--- config.mk ---
export PLATFORM = sky130hd
export DESIGN_NAME = min_sec_counter
export DESIGN_NICKNAME = d
export VERILOG_FILES = /design/src/rtl/min_sec_pkg.sv /design/src/rtl/bcd_mod60.sv /design/src/rtl/min_sec_counter.sv
export SDC_FILE = /design/constraint.sdc
export NUM_CORES = 1
export LEC_CHECK = 0
export BUFFER_PORTS_ARGS = -buffer_cell sky130_fd_sc_hd__buf_4
export CORE_UTILIZATION = 48
export DETAILED_ROUTE_END_ITERATION = 8
export HOLD_SLACK_MARGIN = 0.02
export PLACE_DENSITY = 0.8
export SETUP_SLACK_MARGIN = 0.4
export SYNTH_ARGS = -nofsm -noshare
export SYNTH_HDL_FRONTEND = slang
export SYNTH_SLANG_ARGS = --single-unit
--- constraint.sdc ---
create_clock -name clock -period 2 [get_ports clock]
set_input_delay 0 -clock clock [delete_from_list [all_inputs] [get_ports clock]]
set_output_delay 0 -clock clock [all_outputs]
set_load 0.005 [all_outputs]
--- src/rtl/min_sec_pkg.sv ---
// min_sec_pkg: shared widths, BCD limits and defaults for the minutes/seconds counter. Rev 1.0
`default_nettype none

package min_sec_pkg;

   localparam int unsigned DIGIT_W          = 4;
   localparam int unsigned PAIR_W           = 8;
   localparam int unsigned PRESC_W          = 8;
   localparam int unsigned TICK_DIV_DEFAULT = 4;

   localparam logic [DIGIT_W-1:0] TENS_MAX  = 4'd5;
   localparam logic [DIGIT_W-1:0] UNITS_MAX = 4'd9;

   // A digit pair is a legal 00..59 value only if both digits are in range.
   function automatic logic bcd_pair_valid(input logic [PAIR_W-1:0] pair);
      return (pair[PAIR_W-1:DIGIT_W] <= TENS_MAX) && (pair[DIGIT_W-1:0] <= UNITS_MAX);
   endfunction

endpackage

`default_nettype wire

--- src/rtl/bcd_mod60.sv ---
// bcd_mod60: two-digit BCD modulo-60 register with synchronous preset and carry-out. Rev 1.0
`default_nettype none

module bcd_mod60
   import min_sec_pkg::*;
(
   input  logic              clock,
   input  logic              reset,
   input  logic              inc,
   input  logic              load,
   input  logic [PAIR_W-1:0] d_in,
   output logic [PAIR_W-1:0] q,
   output logic              carry
);

   logic [PAIR_W-1:0] q_next;

   always_comb begin
      q_next = q;
      if (load) begin
         q_next = d_in;
      end else if (inc) begin
         if (q[DIGIT_W-1:0] == UNITS_MAX) begin
            q_next[DIGIT_W-1:0] = '0;
            q_next[PAIR_W-1:DIGIT_W] = (q[PAIR_W-1:DIGIT_W] == TENS_MAX) ? '0
                                       : q[PAIR_W-1:DIGIT_W] + 4'd1;
         end else begin
            q_next[DIGIT_W-1:0] = q[DIGIT_W-1:0] + 4'd1;
         end
      end
   end

   // Carry is combinational so the next stage advances on the same edge.
   assign carry = inc && !load && (q == {TENS_MAX, UNITS_MAX});

   always_ff @(posedge clock or negedge reset) begin
      if (!reset) begin
         q <= '0;
      end else begin
         q <= q_next;
      end
   end

endmodule

`default_nettype wire

--- src/rtl/min_sec_counter.sv ---
// min_sec_counter: prescaled BCD mm:ss counter with preset, rollover tick and load-error pulse. Rev 1.0
`default_nettype none

module min_sec_counter
   import min_sec_pkg::*;
#(
   parameter int unsigned TICK_DIV = TICK_DIV_DEFAULT
)
(
   input  logic              clock,
   input  logic              reset,
   input  logic              en,
   input  logic              load,
   input  logic [PAIR_W-1:0] d_in_sec,
   input  logic [PAIR_W-1:0] d_in_min,
   output logic [PAIR_W-1:0] sec_out,
   output logic [PAIR_W-1:0] min_out,
   output logic              hour_tick,
   output logic              load_err
);

   localparam logic [PRESC_W-1:0] PRESC_LAST = PRESC_W'(TICK_DIV - 1);

   logic [PRESC_W-1:0] presc;
   logic               load_ok;
   logic               load_bad;
   logic               presc_wrap;
   logic               sec_inc;
   logic               sec_carry;
   logic               min_carry;

   assign load_ok    = load && bcd_pair_valid(d_in_sec) && bcd_pair_valid(d_in_min);
   assign load_bad   = load && !load_ok;
   assign presc_wrap = (presc == PRESC_LAST);
   // Any load, accepted or not, masks the enable on that edge.
   assign sec_inc    = !load && en && presc_wrap;

   always_ff @(posedge clock or negedge reset) begin
      if (!reset) begin
         presc <= '0;
      end else if (load_ok) begin
         presc <= '0;
      end else if (!load && en) begin
         presc <= presc_wrap ? '0 : presc + 8'd1;
      end
   end

   always_ff @(posedge clock or negedge reset) begin
      if (!reset) begin
         hour_tick <= 1'b0;
         load_err  <= 1'b0;
      end else begin
         hour_tick <= min_carry;
         load_err  <= load_bad;
      end
   end

   bcd_mod60 u_sec (
      .clock (clock),
      .reset (reset),
      .inc   (sec_inc),
      .load  (load_ok),
      .d_in  (d_in_sec),
      .q     (sec_out),
      .carry (sec_carry)
   );

   bcd_mod60 u_min (
      .clock (clock),
      .reset (reset),
      .inc   (sec_carry),
      .load  (load_ok),
      .d_in  (d_in_min),
      .q     (min_out),
      .carry (min_carry)
   );

endmodule

`default_nettype wire

==> metrics.txt, run 1 <==
outcome=finished clean; first drt pass iteration count=5; I/O pin cnt=38; most frequent cells in the layout=sky130_fd_sc_hd__buf_4, sky130_fd_sc_hd__dfrtp_1, sky130_fd_sc_hd__dlygate4sd3_1; overall fraction of global-route tracks in use=30.2%; total power divided by cell area=960 nW/µm²; initial cell density of the core=51.0%; port bufs=37; area growth from synthesis to layout=49.3%; number of pins exceeding their max-slew limit in the final report=0; final hold violation count=0; TritonCTS clock tree=built; deepest level of the CTS H-tree=1; antenna violations before repair=0; Slew HR=57.9%; post-synthesis instance total=169; synthesized cell area=1580 µm²; Avg Inst Size Synth=9.37 µm²; largest net degree at the start of global routing=27; worst-skew pair later-pin latency=0.32 ns; final-stage net count=262; clock skew after layout=0.00170 ns; start-to-end type of the worst setup path=reg2reg; total number of clock tree sinks=26; net count after synthesis=190; grt ovf=0; required time at the worst-slack endpoint=2.26 ns; dpl ws=0.127 ns; vias per std cell=6.32; placeable core region=3100 µm²; Critical path buffers and inverters=1; routed wirelength normalized by instance count=18.2 µm; most common cell after layout, fill and taps aside=sky130_fd_sc_hd__buf_4; setup tns final=0 ns; total vias in the final route=1795; slew of the pin with the lowest slew margin=0.630 ns; number of design-rule violations left by the first detailed-router iteration=130; RD Place Congestion=0.826; placement row count=20; CP Capture Type=flip-flop; Placed Instances=252; RSZ-0062 raised after global routing=yes; drc violations=0; maximum resistive drop on vdd=451 µV; synthesized flop and latch total=26; fraction of layout instances using a drive strength above 1=33.3%; Setup crit start kind=flip-flop; leakage power summed over all cells=1.02 nW; max-capacitance violation count=0; Final period util=90.1%; overall routed net length=5160 µm; Largest delay share family, worst path=simple AND/OR/NAND/NOR gates; worst-case clock buffer depth=2; number of CTS-inserted buffers=3; cell chain of the critical path=ha_2 > nor4b_4 > buf_6 > nand2_4 > or4_4 > a31oi_4; sequential share of the synthesized area=41.1%; number of enable flip-flop cells after synthesis=0; final worst hold slack=0.100 ns; slowest stage delay, CP=0.55 ns; register clock-pin slew on the reported worst setup and hold paths=0.15 ns; logic depth of the worst setup path including buffers=6; DIE HEIGHT=59.4 µm; Period minus WS final=1.80 ns; first-pass GRT wire length=7960 µm; maximum net fanout on the critical path=7; length in cells of the worst reg-to-reg path=6; Hold Crit Class=in2async; FMAX=555 MHz; fin worst setup slack=0.198 ns; Yosys cell types=50; number of inserted diodes=0; Worst EP arrival=2.06 ns; Root Driver=sky130_fd_sc_hd__clkbuf_4; Finished Core Util=76.2%; final setup violating endpoints=0; die span in x=59.4 µm; most used flip-flop cell after synthesis=sky130_fd_sc_hd__dfrtp_1; async set-or-reset flop fraction in the synthesized netlist=100%; full die area=3530 µm²; Final HPWL DP=3030 µm; Synthesis Warnings=0; number of global-route vias before repair=1715; antenna violation net count after detailed routing=0; Crit-path slowest cell=sky130_fd_sc_hd__or4_4; count of placed standard cells in the final layout, fillers left out=284
## synthesized netlist by cell type (4+ instances only)
| cell | n | area, µm² |
|---|---|---|
| sky130_fd_sc_hd__dfrtp_1 | 26 | 651 |
| sky130_fd_sc_hd__nor3_1 | 4 | 20.0 |
| sky130_fd_sc_hd__nor2b_1 | 5 | 31.3 |
| sky130_fd_sc_hd__nand3b_1 | 7 | 52.6 |
| sky130_fd_sc_hd__o21ai_0 | 7 | 35.0 |
| sky130_fd_sc_hd__nand4_1 | 7 | 43.8 |
| sky130_fd_sc_hd__nand2_1 | 15 | 56.3 |
| sky130_fd_sc_hd__a21oi_1 | 5 | 25.0 |
| sky130_fd_sc_hd__nand2b_1 | 4 | 25.0 |
| sky130_fd_sc_hd__a31oi_1 | 6 | 37.5 |
| sky130_fd_sc_hd__nand3_1 | 6 | 30.0 |
| sky130_fd_sc_hd__and4_1 | 4 | 35.0 |
| sky130_fd_sc_hd__nor2_1 | 12 | 45.0 |
| sky130_fd_sc_hd__xnor2_1 | 4 | 35.0 |
## state kept, by name, indices dropped and copies added, names as in the netlist
| register | cells |
|---|---|
| presc | 8 |
| u_min.q | 8 |
| u_sec.q | 8 |
| hour_tick | 1 |
| load_err | 1 |
## logic make-up after synthesis
| group | synth area share (%) |
|---|---|
| simple gates | 34.6 |
| fa+ha+maj | 0.790 |
| flops | 41.1 |
| compound gates | 16.7 |
| buf+inv | 2.13 |
| xor+xnor | 2.76 |
| mux | 1.97 |
## worst paths after layout
| path | start | to | slack, ns |
|---|---|---|---|
| min reg2reg | u_min.q[5] | hour_tick | 0.57 |
| min | reset | u_sec.q[2] | 0.10 |
| max in group asynchronous | reset | u_sec.q[2] | 1.63 |
| min in group clock | en | presc[3] | 0.16 |
| max | presc[0] | u_min.q[2] | 0.20 |
| max reg2reg | presc[0] | u_min.q[2] | 0.20 |
## timing repair
item	CTS	global route
buffers inserted	10	2
endpoints found under the setup margin	13	16
gates resized for setup	12	13
hold buffers	16	0
pin swaps	10	5
hold endpoints to repair	41	0
## power by group
| part | total (mW) | switching (mW) | internal, mW |
|---|---|---|---|
| logic | 1.12 | 0.516 | 0.600 |
| registers | 0.878 | 0.211 | 0.667 |
| clock network | 0.275 | 0.163 | 0.111 |
| total | 2.27 | 0.891 | 1.38 |
## metrics by stage
| step | power, mW | instance area, µm² |
|---|---|---|
| after global placement | 1.63 | 1960 |
| after detailed placement | 1.68 | 1960 |
| after floorplan | 1.29 | 1600 |
| after global routing | 2.41 | 2360 |
| after CTS | 2.14 | 2280 |
| final | 2.27 | 2360 |
## per-layer routing
| layer | GRT usage (%) | up-vias | share of wire (%) |
|---|---|---|---|
| li1 | - | 794 | - |
| met1 | 38.4 | 862 | 39 |
| met2 | 49.8 | 117 | 49 |
| met3 | 3.71 | 22 | 8.3 |
| met4 | 16.7 | 0 | 3.5 |
| met5 | 0 | - | 0 |
## area by class of cell
type                            instances  area, µm²
Clock buffer                            4       36.3
Fill cell                             204        738
Inverter                                3       11.3
Multi-Input combinational cell        135       1020
Sequential cell                        26        652
Tap cell                               44       55.1
Timing Repair Buffer                   72        592
Note: power is estimated with default switching activity, not from simulation.
==> run 2, diff against run 1 <==
==> constraint.sdc (replaced) <==
create_clock -name clock -period 2 [get_ports clock]
set_input_delay 0.2 -clock clock [delete_from_list [all_inputs] [get_ports clock]]
set_output_delay 0.2 -clock clock [all_outputs]
set_load 0.005 [all_outputs]
==> metrics.txt, run 2 (same netlist as run 1, synthesis figures left out) <==
proportion of power drawn by combinational gates=50.7% (+1.5 points); cell chain of the critical path=ha_2 > nor4b_4 > buf_6 > nand2_4 > buf_4 > o31ai_1 > a31oi_2; Largest delay share family, worst path=compound AO/OA/AOI/OAI gates; slew of the pin with the lowest slew margin=0.515 ns (-0.115 ns); slowest stage delay, CP=0.39 ns (-0.16 ns); most common cell after layout, fill and taps aside=sky130_fd_sc_hd__buf_4; Crit. Startpoint=presc[1]; number of inserted diodes=0 (unchanged); final setup violating endpoints=0 (unchanged); net switching power figure=0.895 mW (+0.47%); overall fraction of global-route tracks in use=26.1% (-4.1 points); CP Capture Type=flip-flop; FMAX=548 MHz (-1.2%); area growth from synthesis to layout=43.4%; minimum setup slack among reg-to-reg paths=0.18 ns (-0.02 ns); leakage power summed over all cells=1.01 nW (-1.5%); worst hold path cell count=3; Hold Crit Endpoint=u_sec.q[4]; GR Layer Usage met2=47.4% (-2.4 points); Finished Core Util=73.2% (-3.0 points); routing layer with the top usage in global route=met2; total number of clock tree sinks=26 (unchanged); Final HPWL DP=2990 µm (-1.4%); r2r endpoint=u_min.q[2]; vias per std cell=6.10 (-3.5%); placeable core region=3100 µm² (unchanged); Slew HR=65.6% (+7.7 points); DIE HEIGHT=59.4 µm (unchanged); number of design-rule violations left by the first detailed-router iteration=126 (-3.1%); Worst EP arrival=2.03 ns (-0.03 ns); total power divided by cell area=1000 nW/µm² (+4.7%); total vias in the final route=1696 (-5.5%); Root Driver=sky130_fd_sc_hd__clkbuf_4; largest net degree at the start of global routing=27 (unchanged); routed wirelength normalized by instance count=16.8 µm (-7.4%); met3 Track Usage GR=4.15% (+0.44 points); Hold Crit Class=in2reg; worst-skew pair later-pin latency=0.32 ns (about the same); full die area=3530 µm² (unchanged); antenna violations before repair=0 (unchanged); fin worst setup slack=0.176 ns (-0.0222 ns); port bufs=37 (unchanged); switching power as a share of total power=39.2% (about the same); fraction of layout instances using a drive strength above 1=38.0% (+4.7 points); drc violations=0 (unchanged); worst-case clock buffer depth=2 (unchanged); start-to-end type of the worst setup path=reg2reg; RD Place Congestion=0.869 (+5.3%); die span in x=59.4 µm (unchanged); overall routed net length=4680 µm (-9.3%); number of CTS-inserted buffers=3 (unchanged); deepest level of the CTS H-tree=1 (unchanged); I/O pin cnt=38 (unchanged); proportion of power drawn by flip-flops and latches=39.0% (+0.3 points); biggest regs=presc: 8 flops, u_min.q: 8 flops, u_sec.q: 8 flops; antenna violation net count after detailed routing=0 (unchanged); clock skew after layout=0.00489 ns (+0.00319 ns); Crit-path slowest cell=sky130_fd_sc_hd__dfrtp_1; Period minus WS final=1.82 ns (+0.0222 ns); internal power=1.39 mW (+0.54%); outcome=finished clean; Critical path buffers and inverters=2 (+1); initial cell density of the core=51.0% (unchanged); RSZ-0062 raised after global routing=yes; number of global-route vias before repair=1599 (-6.8%); TritonCTS clock tree=built; Worst Min Path Start=d_in_sec[4]; GR met1 Demand/Resource=30.4% (-8.0 points); dpl ws=0.134 ns (+0.00613 ns); final worst hold slack=0.0696 ns (-0.0307 ns); Final period util=91.2% (+1.1 points); first drt pass iteration count=4 (-1); register clock-pin slew on the reported worst setup and hold paths=0.15 ns (about the same); placement row count=20 (unchanged); setup tns final=0 ns (unchanged); grt ovf=0 (unchanged); length in cells of the worst reg-to-reg path=7 (+1); final-stage net count=257 (-1.9%); number of pins exceeding their max-slew limit in the final report=0 (unchanged); count of placed standard cells in the final layout, fillers left out=278 (-2.1%); first-pass GRT wire length=6920 µm (-13%); Setup crit start kind=flip-flop; Clk network pwr share=10.3% (-1.8 points); maximum resistive drop on vdd=587 µV (+30%); RR Startpoint=presc[1]; maximum net fanout on the critical path=5 (-2); required time at the worst-slack endpoint=2.21 ns (-0.05 ns); final hold violation count=0 (unchanged); max-capacitance violation count=0 (unchanged); Placed Instances=253 (+0.40%); most frequent cells in the layout=sky130_fd_sc_hd__buf_4, sky130_fd_sc_hd__dfrtp_1, sky130_fd_sc_hd__nand2_1
run 2: cell count changes in the layout (fill, tap and decap cells not counted), sizes merged:
cell,previous run,this run
clkbuf,4,3
buf,56,66
dlygate4sd3,16,1
run 2: power groups by stage:
stage	clock network (mW)	logic, mW	registers [mW]
after detailed placement	0	0.799	0.893
final	0.234	1.16	0.891
after global routing	0.257	1.24	0.917
after global placement	0	0.764	0.879
after floorplan	0	0.440	0.852
after CTS	0.232	0.933	0.890
run 2: through the flow:
step	area, µm²	total power, mW
after floorplan	1600	1.29
after global placement	1970	1.64
after detailed placement	1970	1.69
after CTS	2150	2.05
after global routing	2270	2.42
final	2270	2.28
run 2: layout make-up:
cell class / instances / area [µm²]
flip-flops and latches: 26 / 653
clock buffers: 3 / 22.5
inverters: 3 / 11.3
fillers: 239 / 832
repair buffers: 67 / 526
well taps: 44 / 55.1
multi-input cells: 135 / 1000
run 2: worst max-delay path by stage:
stage / depth (start not counted) / endpoint / slack (ns)
final: 7 / u_min.q[2] / 0.18
after global placement: 6 / u_min.q[2] / 0.24
after global routing: 7 / u_min.q[2] / 0.08
after CTS: 5 / u_min.q[2] / 0.21
after floorplan: 6 / u_sec.q[2] / 0.08
after detailed placement: 6 / u_min.q[2] / 0.13
run 2: routing by layer:
metal | vias to the layer above | routed length [µm]
met5 | - | 0
met4 | 0 | 79
met3 | 14 | 237
met2 | 73 | 2440
met1 | 823 | 1920
li1 | 786 | -
run 2: worst reg2reg max path: cells and delay by family (launching register included):
family / cells / cell delay (ns)
DFF: 1 / 0.39
buffers and inverters: 2 / 0.33
AOI/OAI and AO/OA: 2 / 0.49
and+or+nand+nor: 2 / 0.32
adders and majority gates: 1 / 0.19
run 2: repair_timing:
action / in CTS / in global routing
resized for setup: 11 / 12
pin swaps: 9 / 9
hold endpoints to repair: 26 / 0
setup endpoints to repair: 13 / 19
gates cloned: 0 / 0
setup buffers: 10 / 11
hold buffers: 1 / 0
==> run 3, diff against run 2 <==
--- a/config.mk
+++ b/config.mk
@@ -7,6 +7,7 @@
 export LEC_CHECK = 0
 export BUFFER_PORTS_ARGS = -buffer_cell sky130_fd_sc_hd__buf_4
 export CORE_UTILIZATION = 48
+export CTS_BUF_LIST = sky130_fd_sc_hd__clkbuf_8 sky130_fd_sc_hd__clkbuf_16
 export DETAILED_ROUTE_END_ITERATION = 8
 export HOLD_SLACK_MARGIN = 0.02
 export PLACE_DENSITY = 0.8
==> metrics.txt, run 3 (same netlist as run 1, synthesis figures left out) <==
final hold violation count=0 (unchanged); full die area=3530 µm² (unchanged); number of pins exceeding their max-slew limit in the final report=0 (unchanged); deepest level of the CTS H-tree=1 (unchanged); port bufs=37 (unchanged); FMAX=539 MHz (-1.7%); initial cell density of the core=51.0% (unchanged); Setup crit start kind=flip-flop; clock skew after layout=0.00227 ns (-0.00263 ns); Root Driver=sky130_fd_sc_hd__clkbuf_8; outcome=finished clean; worst-skew pair later-pin latency=0.28 ns (-0.04 ns); Period minus WS final=1.86 ns (+0.0313 ns); first-pass GRT wire length=6970 µm (+0.71%); total number of clock tree sinks=26 (unchanged); proportion of power drawn by combinational gates=49.5% (-1.2 points); final setup violating endpoints=0 (unchanged); switching power as a share of total power=38.4% (-0.82 points); Critical path destination=u_min.q[2]; first drt pass iteration count=7 (+3); biggest regs=presc: 8 flops, u_min.q: 8 flops, u_sec.q: 8 flops; start-to-end type of the worst setup path=reg2reg; Worst EP arrival=2.06 ns (+0.03 ns); placement row count=20 (unchanged); largest net degree at the start of global routing=27 (unchanged); leakage power summed over all cells=1.01 nW (about the same); register clock-pin slew on the reported worst setup and hold paths=0.09 ns (-0.06 ns); max-capacitance violation count=0 (unchanged); maximum net fanout on the critical path=5 (unchanged); number of global-route vias before repair=1582 (-1.1%); TritonCTS clock tree=built; RR Startpoint=presc[1]; slew of the pin with the lowest slew margin=0.471 ns (-0.0442 ns); most frequent cells in the layout=sky130_fd_sc_hd__buf_4, sky130_fd_sc_hd__dfrtp_1, sky130_fd_sc_hd__nand2_1; Hold Crit Class=in2reg; Slew HR=68.3% (+2.7 points); proportion of power drawn by flip-flops and latches=37.6% (-1.4 points); Final period util=92.8% (+1.6 points); vias per std cell=6.19 (+1.4%); CP Capture Type=flip-flop; area growth from synthesis to layout=44.2%; antenna violation net count after detailed routing=0 (unchanged); final-stage net count=254 (-1.2%); fraction of layout instances using a drive strength above 1=37.2% (-0.80 points); required time at the worst-slack endpoint=2.20 ns (about the same); maximum resistive drop on vdd=696 µV (+18%); Crit. Startpoint=presc[1]; r2r endpoint=u_min.q[2]; grt ovf=0 (unchanged); count of placed standard cells in the final layout, fillers left out=275 (-1.1%); internal power=1.47 mW (+5.8%); drc violations=0 (unchanged); RSZ-0062 raised after global routing=yes; setup tns final=0 ns (unchanged); overall routed net length=4690 µm (+0.32%); Final HPWL DP=2990 µm (unchanged); Placed Instances=253 (unchanged); length in cells of the worst reg-to-reg path=6 (-1); net switching power figure=0.914 mW (+2.2%); placeable core region=3100 µm² (unchanged); DIE HEIGHT=59.4 µm (unchanged); total vias in the final route=1701 (+0.29%); minimum setup slack among reg-to-reg paths=0.14 ns (-0.03 ns); I/O pin cnt=38 (unchanged); worst-case clock buffer depth=2 (unchanged); number of CTS-inserted buffers=3 (unchanged); Clk network pwr share=12.9% (+2.6 points); most common cell after layout, fill and taps aside=sky130_fd_sc_hd__buf_4; routed wirelength normalized by instance count=17.1 µm (+1.4%); overall fraction of global-route tracks in use=26.5% (+0.41 points); total power divided by cell area=1040 nW/µm² (+3.8%); die span in x=59.4 µm (unchanged); number of design-rule violations left by the first detailed-router iteration=112 (-11%); RD Place Congestion=0.869 (unchanged); antenna violations before repair=0 (unchanged); number of inserted diodes=0 (unchanged)
run 3: worst min-delay path by stage:
stage | from | end | cells after the start
floorplan | reset | hour_tick | 0
global placement | reset | u_sec.q[3] | 1
detailed placement | reset | u_sec.q[3] | 1
CTS | d_in_sec[4] | u_sec.q[4] | 3
global route | d_in_min[0] | u_min.q[0] | 3
finish | d_in_sec[4] | u_sec.q[4] | 3
run 3: critical path, stage by stage (launching register included):
cell and delay, ns:
sky130_fd_sc_hd__dfrtp_1 0.39, sky130_fd_sc_hd__ha_2 0.21, sky130_fd_sc_hd__nor4b_4 0.28, sky130_fd_sc_hd__buf_6 0.18, sky130_fd_sc_hd__nand2_4 0.05, sky130_fd_sc_hd__or4_4 0.48, sky130_fd_sc_hd__a31oi_2 0.19
run 3: final cells by class:
type,instances,area [µm²]
fillers,246,820
inverters,3,11.3
multi-input cells,135,1000
repair buffers,64,519
clock buffers,3,41.3
flip-flops and latches,26,653
well taps,44,55.1
run 3: timing repair:
action	in CTS	in global routing
pin swaps	8	11
resized for setup	10	13
hold endpoints to repair	26	0
buffers inserted	10	8
setup endpoints to repair	12	19
hold buffers	1	0
run 3: layer usage:
metal | track usage, % | share of wire (%) | vias up
met4 | 10.9 | 1.6 | 0
met1 | 31.2 | 40 | 832
met3 | 4.15 | 6.0 | 8
li1 | - | - | 786
met5 | 0 | 0 | -
met2 | 47.5 | 52 | 75
run 3: per-stage QoR:
step / instance area, µm² / hold WS, ns / power (mW) / setup slack (ns) / util, %
after floorplan: 1600 / -0.0956 / 1.29 / 0.0766 / -
after global placement: 1970 / 0.126 / 1.64 / 0.237 / 63.4
after detailed placement: 1970 / 0.133 / 1.69 / 0.134 / 63.4
after CTS: 2150 / 0.133 / 2.12 / 0.240 / 69.4
after global routing: 2280 / 0.132 / 2.50 / 0.0871 / 73.6
final: 2280 / 0.125 / 2.38 / 0.145 / 73.6
run 3: power groups by stage:
stage | clock network (mW) | registers (mW) | logic, mW
floorplan | 0 | 0.852 | 0.440
global placement | 0 | 0.879 | 0.764
detailed placement | 0 | 0.893 | 0.799
CTS | 0.301 | 0.877 | 0.941
global route | 0.324 | 0.918 | 1.26
finish | 0.307 | 0.894 | 1.18
